### src/rtl/key_debounce_if.sv
// Button-side signal bundle for key_debounce: raw pins in, conditioned level/pulse/event vectors out.
// All outputs are plain per-key levels or single-cycle pulses; there is no valid/ready handshake.
interface key_debounce_if;
    logic [3:0] KEY_RAW;
    logic [3:0] KEY_LEVEL;
    logic [3:0] KEY_PRESS;
    logic [3:0] KEY_EVT;
    logic [7:0] rpt_state_dbg;  // 2 bits per key, key i at [2*i +: 2]

    modport master (
        output KEY_RAW,
        input  KEY_LEVEL,
        input  KEY_PRESS,
        input  KEY_EVT,
        input  rpt_state_dbg
    );

    modport slave (
        input  KEY_RAW,
        output KEY_LEVEL,
        output KEY_PRESS,
        output KEY_EVT,
        output rpt_state_dbg
    );
endinterface

### src/rtl/key_debounce.sv
// Four-button conditioner: 2-flop sync, per-key stability debounce, press/auto-repeat pulses,
// and an event stretcher that holds a non-zero KEY code for HOLD cycles per load.
module key_debounce #(
    parameter bit ACTIVE_LOW   = 1'b1,
    parameter int DB_CYCLES    = 500000,
    parameter int REPEAT_DELAY = 25000000,
    parameter int REPEAT_RATE  = 5000000,
    parameter int HOLD         = 4
) (
    input  logic          HCLK,
    input  logic          HRESETn,
    key_debounce_if.slave bus
);
    localparam int DW      = $clog2(DB_CYCLES + 1);
    localparam int RPT_MAX = (REPEAT_DELAY > REPEAT_RATE) ? REPEAT_DELAY : REPEAT_RATE;
    localparam int RW      = (RPT_MAX < 1) ? 1 : $clog2(RPT_MAX + 1);
    localparam int HW      = $clog2(HOLD + 1);

    typedef enum logic [1:0] {
        RPT_IDLE   = 2'd0,
        RPT_WAIT   = 2'd1,
        RPT_REPEAT = 2'd2
    } rpt_state_e;

    logic [3:0]    p_raw;
    logic [3:0]    sync1_q, sync_q;
    logic [3:0]    level_q, level_d, level_dly_q;
    logic [DW-1:0] db_cnt_q [4];
    logic [DW-1:0] db_cnt_d [4];
    rpt_state_e    rpt_state_q [4];
    logic [RW-1:0] rpt_cnt_q [4];
    logic [3:0]    press_q;
    logic [3:0]    evt_q, pend_q;
    logic [HW-1:0] hold_q;

    assign p_raw = ACTIVE_LOW ? ~bus.KEY_RAW : bus.KEY_RAW;

    always_ff @(posedge HCLK or negedge HRESETn) begin
        if (!HRESETn) begin
            sync1_q     <= '0;
            sync_q      <= '0;
            level_q     <= '0;
            level_dly_q <= '0;
            for (int i = 0; i < 4; i++) db_cnt_q[i] <= '0;
        end else begin
            sync1_q     <= p_raw;
            sync_q      <= sync1_q;
            level_q     <= level_d;
            level_dly_q <= level_q;
            for (int i = 0; i < 4; i++) db_cnt_q[i] <= db_cnt_d[i];
        end
    end

    // Any cycle where the synchronised input agrees with the accepted level restarts the count.
    always_comb begin
        for (int i = 0; i < 4; i++) begin
            db_cnt_d[i] = '0;
            level_d[i]  = level_q[i];
            if (sync_q[i] != level_q[i]) begin
                if (db_cnt_q[i] == DW'(DB_CYCLES - 1)) level_d[i] = ~level_q[i];
                else db_cnt_d[i] = db_cnt_q[i] + DW'(1);
            end
        end
    end

    // Release is tested on level_d so no pulse is issued on the cycle KEY_LEVEL falls.
    always_ff @(posedge HCLK or negedge HRESETn) begin
        if (!HRESETn) begin
            press_q <= '0;
            for (int i = 0; i < 4; i++) begin
                rpt_state_q[i] <= RPT_IDLE;
                rpt_cnt_q[i]   <= '0;
            end
        end else begin
            for (int i = 0; i < 4; i++) begin
                press_q[i] <= 1'b0;
                case (rpt_state_q[i])
                    RPT_IDLE: begin
                        if (level_q[i] && !level_dly_q[i]) begin
                            press_q[i]   <= 1'b1;
                            rpt_cnt_q[i] <= '0;
                            if (REPEAT_DELAY != 0) rpt_state_q[i] <= RPT_WAIT;
                        end
                    end
                    RPT_WAIT: begin
                        if (!level_d[i]) begin
                            rpt_state_q[i] <= RPT_IDLE;
                        end else if (rpt_cnt_q[i] == RW'(REPEAT_DELAY - 1)) begin
                            press_q[i]     <= 1'b1;
                            rpt_cnt_q[i]   <= '0;
                            rpt_state_q[i] <= RPT_REPEAT;
                        end else begin
                            rpt_cnt_q[i] <= rpt_cnt_q[i] + RW'(1);
                        end
                    end
                    RPT_REPEAT: begin
                        if (!level_d[i]) begin
                            rpt_state_q[i] <= RPT_IDLE;
                        end else if (rpt_cnt_q[i] == RW'(REPEAT_RATE - 1)) begin
                            press_q[i]   <= 1'b1;
                            rpt_cnt_q[i] <= '0;
                        end else begin
                            rpt_cnt_q[i] <= rpt_cnt_q[i] + RW'(1);
                        end
                    end
                    default: rpt_state_q[i] <= RPT_IDLE;
                endcase
            end
        end
    end

    // A pulse landing on the clearing cycle is parked in pend_q and loaded on the next cycle.
    always_ff @(posedge HCLK or negedge HRESETn) begin
        if (!HRESETn) begin
            evt_q  <= '0;
            pend_q <= '0;
            hold_q <= '0;
        end else if (evt_q == '0) begin
            pend_q <= '0;
            if ((press_q | pend_q) != '0) begin
                evt_q  <= press_q | pend_q;
                hold_q <= HW'(HOLD);
            end
        end else if (hold_q == HW'(1)) begin
            evt_q  <= '0;
            hold_q <= '0;
            pend_q <= press_q;
        end else begin
            evt_q  <= evt_q | press_q;
            hold_q <= hold_q - HW'(1);
        end
    end

    always_comb begin
        bus.rpt_state_dbg = '0;
        for (int i = 0; i < 4; i++) bus.rpt_state_dbg[2*i +: 2] = rpt_state_q[i];
    end

    assign bus.KEY_LEVEL = level_q;
    assign bus.KEY_PRESS = press_q;
    assign bus.KEY_EVT   = evt_q;
endmodule

### src/flat_wrapper.sv
// flat-port wrapper written by rule: the top's interface ports become plain ports
module key_debounce_flat 
#(
    parameter bit ACTIVE_LOW   = 1'b1,
    parameter int DB_CYCLES    = 500000,
    parameter int REPEAT_DELAY = 25000000,
    parameter int REPEAT_RATE  = 5000000,
    parameter int HOLD         = 4
)
  (HCLK, HRESETn, bus_KEY_RAW, bus_KEY_LEVEL, bus_KEY_PRESS, bus_KEY_EVT, bus_rpt_state_dbg);
  key_debounce_if bus_i ();
  input  logic HCLK;
  input  logic HRESETn;
  input wire logic [$bits(bus_i.KEY_RAW)-1:0] bus_KEY_RAW;
  output wire logic [$bits(bus_i.KEY_LEVEL)-1:0] bus_KEY_LEVEL;
  output wire logic [$bits(bus_i.KEY_PRESS)-1:0] bus_KEY_PRESS;
  output wire logic [$bits(bus_i.KEY_EVT)-1:0] bus_KEY_EVT;
  output wire logic [$bits(bus_i.rpt_state_dbg)-1:0] bus_rpt_state_dbg;
  assign bus_i.KEY_RAW = bus_KEY_RAW;
  assign bus_KEY_LEVEL = bus_i.KEY_LEVEL;
  assign bus_KEY_PRESS = bus_i.KEY_PRESS;
  assign bus_KEY_EVT = bus_i.KEY_EVT;
  assign bus_rpt_state_dbg = bus_i.rpt_state_dbg;
  key_debounce #(.ACTIVE_LOW(ACTIVE_LOW), .DB_CYCLES(DB_CYCLES), .REPEAT_DELAY(REPEAT_DELAY), .REPEAT_RATE(REPEAT_RATE), .HOLD(HOLD)) u_core (.HCLK(HCLK), .HRESETn(HRESETn), .bus(bus_i));
endmodule
### config.mk
export PLATFORM = sky130hd
export DESIGN_NAME = key_debounce_flat
export DESIGN_NICKNAME = d
export VERILOG_FILES = /design/src/rtl/key_debounce_if.sv /design/src/rtl/key_debounce.sv /design/src/flat_wrapper.sv
export SDC_FILE = /design/constraint.sdc
export NUM_CORES = 1
export LEC_CHECK = 0
export BUFFER_PORTS_ARGS = -buffer_cell sky130_fd_sc_hd__clkbuf_2
export CORE_MARGIN = 2
export CORE_UTILIZATION = 50
export CTS_CLUSTER_DIAMETER = 200
export DETAILED_ROUTE_END_ITERATION = 8
export PLACE_DENSITY = 0.69
export SYNTH_ARGS = -nofsm -noshare
export SYNTH_HDL_FRONTEND = slang
export SYNTH_SLANG_ARGS = --single-unit
### constraint.sdc
create_clock -name HCLK -period 5.8 [get_ports HCLK]
set_input_delay 1.16 -clock HCLK [delete_from_list [all_inputs] [get_ports HCLK]]
set_output_delay 1.16 -clock HCLK [all_outputs]
set_load 0.02 [all_outputs]
==> out/results.tsv <==
stage	metric	value	unit
status	status	finished clean	
route	detailed router's first-iteration violation count	544	
timing	Post-Route Hold Slack	0.350	ns
cells_and_area	layout cells sized above 1	0.0734	
worst_setup_path	family with the most delay on the worst path	simple AND/OR/NAND/NOR gates	
floorplan	IO Pins	26	
place	Detailed Place HPWL	15900	um
pwr	pwr/cell area	251	nW/um^2
clock_tree	Clk Latency, worst-skew pair	0.52	ns
clock_tree	Setup Buffers After CTS	0	
clock_tree	clock slew at reported path FFs	0.06	ns
worst_setup_path	Buf/Inv on CP	0	
cells_and_area	Final Instance Area	12900	sq um
worst_setup_path	CP Max Fanout	28	
timing	RSZ-0062 raised after global routing	no	
route	vias post-DR	9310	
worst_setup_path	crit path kind	flop to flop	
worst_setup_path	crit-path max cell delay	0.72	ns
run	Max Cap Violations	0	
timing	worst slew pin tran	1.06	ns
pwr	LEAKAGE	5.19	nW
floorplan	core area	22700	sq um
cells_and_area	# diodes	0	
clock_tree	CTS tree	yes	
pwr	maximum vdd ir drop	0.209	mV
timing	count of final setup violators	0	
logic_synthesis	syn_nets	1279	
cells_and_area	commonest non-fill, non-tap cells in the layout	215 x dfrtp_1, 153 x nor2_1, 142 x nand2_1	
cells_and_area	most common cell after layout, fill and taps aside	dfrtp_1	
worst_setup_path	Worst setup EP type	flop	
worst_hold_path	Worst Hold Class	flop to flop	
floorplan	Die Area	24500	sq um
logic_synthesis	async set-reset flop share out of synthesis	1.00	
place	GPL Wtd Cong	0.814	
route	Total Wirelength	24300	um
grt	first-pass GRT wire length	42200	um
cells_and_area	Fillers	1992	
timing	fmax	302	MHz
grt	initial antenna violation count	0	
grt	GRT Util Overall	0.204	
timing	setup TNS	0	ns
logic_synthesis	top_reg_cell synth	dfrtp_1	
grt	vias in the first global route	8888	
floorplan	num rows	55	
clock_tree	post_cts resized	0	
place	Place WS	2.48	ns
cells_and_area	fin util	0.566	
route	DR pass1 iterations	5	
worst_setup_path	CP required	6.20	ns
clock_tree	Root Buffer	clkbuf_16	
timing	worst clock skew	0.0120	ns
clock_tree	CTS H-Tree Depth	1	
floorplan	Chip Width	156	um
logic_synthesis	Post-synth EDFFs	0	
floorplan	Die Height	156	um
worst_setup_path	CP arrival	3.70	ns
timing	Max Slew Vio Count	0	
route	vias per cell	5.95	
clock_tree	Max clock buf depth	3	
place	Port Buffer Count	25	
grt	total congestion overflow	0	
timing	Rel. slew slack	0.286	
route	ANT nets after route	0	
cells_and_area	Layout area overhead	10.8	%
grt	largest net degree at the start of global routing	115	
logic_synthesis	synthesized instance count	1247	
cells_and_area	fin nets	1295	
logic_synthesis	proportion of synthesized chip area in sequential cells	0.463	
timing	Hold Vio Cnt, Final	0	
logic_synthesis	Mapped Area	11600	sq um
logic_synthesis	Netlist cell types	65	
worst_setup_path	Worst setup SP type	flop	
logic_synthesis	Mean Syn Cell Area	9.31	sq um
clock_tree	Post-CTS Hold Buffers	0	
timing	part of the cycle the worst path needs	0.570	
logic_synthesis	Seq cells post-synth	215	
route	Post-route DRC	0	
timing	min Tclk post-route	3.31	ns
route	DR WL/cell	15.5	um
worst_setup_path	critical path's slowest cell	nand2_1	
clock_tree	clk sinks	215	
timing	setup ws final	2.49	ns
place	placed cell area	12000	sq um
worst_setup_path	CP Cell Sequence	ha_1, nand4_1, or4b_1, o41a_1, nand2_1, nor2_1, a221o_1	
clock_tree	Num CTS Buffers	25	
floorplan	initial cell density of the core	0.511	
logic_synthesis	yosys warns	0	
[synthesized netlist by cell type (5+ instances only)]
library cell / number / area share
a2bb2oi_1: 39 / 0.029
o22ai_1: 5 / 0.0027
buf_2: 14 / 0.0060
nor4b_1: 7 / 0.0053
a221o_1: 5 / 0.0043
nand4b_1: 5 / 0.0038
o41ai_1: 9 / 0.0068
nor4_1: 18 / 0.0097
and2_1: 6 / 0.0032
or2_2: 10 / 0.0054
and4_1: 6 / 0.0045
nand2_1: 142 / 0.046
a22oi_1: 7 / 0.0045
o21ai_0: 35 / 0.015
nand3b_1: 5 / 0.0032
dfrtp_1: 215 / 0.46
mux2i_1: 11 / 0.0095
clkbuf_1: 24 / 0.0078
o21a_1: 13 / 0.0084
nand3_1: 83 / 0.036
ha_1: 26 / 0.028
a22o_1: 22 / 0.017
nor2_1: 153 / 0.049
or4_1: 7 / 0.0045
nand4_1: 46 / 0.025
o311ai_0: 14 / 0.011
nand2b_1: 7 / 0.0038
xnor2_1: 39 / 0.029
inv_1: 40 / 0.013
nor2b_1: 6 / 0.0032
nor4bb_1: 5 / 0.0043
and3_1: 17 / 0.0092
xor2_1: 26 / 0.020
nor3_1: 31 / 0.013
or3_1: 21 / 0.011
a21o_1: 19 / 0.012
a21oi_1: 24 / 0.010
o31ai_1: 34 / 0.022
[cell type report]
cell class | count | area, sq um | share of cell area
multi-input cells | 952 | 5920 | 0.460
flip-flops and latches | 215 | 5380 | 0.418
clock buffers | 36 | 757 | 0.0588
well taps | 285 | 357 | 0.0277
repair buffers | 29 | 178 | 0.0138
inverters | 40 | 150 | 0.0117
clock inverters | 9 | 126 | 0.00982
[stage by stage]
step / std cells / power (W)
2_1_floorplan: 1247 / 0.00156
3_3_place_gp: 1521 / 0.00160
3_5_place_dp: 1521 / 0.00161
4_1_cts: 1566 / 0.00327
5_1_grt: 1566 / 0.00334
6_report: 1566 / 0.00323
[path summary, 6_finish.rpt]
kind | to | slack (ns) | start | cells after the start
setup / recovery | u_core.rpt_cnt_q[8]$_DFFE_PN0P_ | 2.49 | u_core.db_cnt_q[0]$_DFF_PN0_ | 7
hold / removal | u_core.sync_q[0]$_DFF_PN0_ | 0.35 | u_core.sync1_q[0]$_DFF_PN0_ | 0
setup reg to reg | u_core.rpt_cnt_q[8]$_DFFE_PN0P_ | 2.49 | u_core.db_cnt_q[0]$_DFF_PN0_ | 7
hold reg to reg | u_core.sync_q[0]$_DFF_PN0_ | 0.35 | u_core.sync1_q[0]$_DFF_PN0_ | 0
max in group asynchronous | u_core.rpt_cnt_q[46]$_DFFE_PN0P_ | 4.06 | HRESETn | 2
min in group asynchronous | u_core.db_cnt_q[29]$_DFF_PN0_ | 0.67 | HRESETn | 1
[registers in the layout, summed over array words and instances, names as in the netlist]
name and count:
u_core.bus.KEY_EVT 4, u_core.bus.KEY_LEVEL 4, u_core.bus.KEY_PRESS 4, u_core.bus.rpt_state_dbg 8, u_core.db_cnt_q 76, u_core.hold_q 3, u_core.level_dly_q 4, u_core.pend_q 4
u_core.rpt_cnt_q 100, u_core.sync1_q 4, u_core.sync_q 4
[layer usage]
metal,GRT usage,wire length [um],vias to the layer above
met4,0.0520,464,0
met1,0.294,12000,4508
met5,0,0,-
met2,0.329,11100,143
li1,-,-,4628
met3,0.0260,725,31
[cells by family after synthesis]
logic type               share of synthesized area
AND/OR/NAND/NOR                              0.254
XOR/XNOR                                    0.0490
buffers and inverters                       0.0280
adder cells (fa/ha/maj)                     0.0280
AO/OA/AOI/OAI                                0.165
multiplexers                                0.0124
flip-flops                                   0.463
[worst reg2reg max path: cells and delay by family, from the launching register on]
family | cells | cell delay, ns
AO/OA/AOI/OAI | 2 | 0.79
adder cells (fa/ha/maj) | 1 | 0.22
AND/OR/NAND/NOR | 4 | 1.80
flip-flops | 1 | 0.39
[where the power goes]
part | internal (W) | total, W | switching [W]
clock | 0.00104 | 0.00165 | 0.000618
sequential | 0.00151 | 0.00152 | 0.00000946
combinational | 0.0000119 | 0.0000549 | 0.0000430
(Power assumes the default switching activity.)
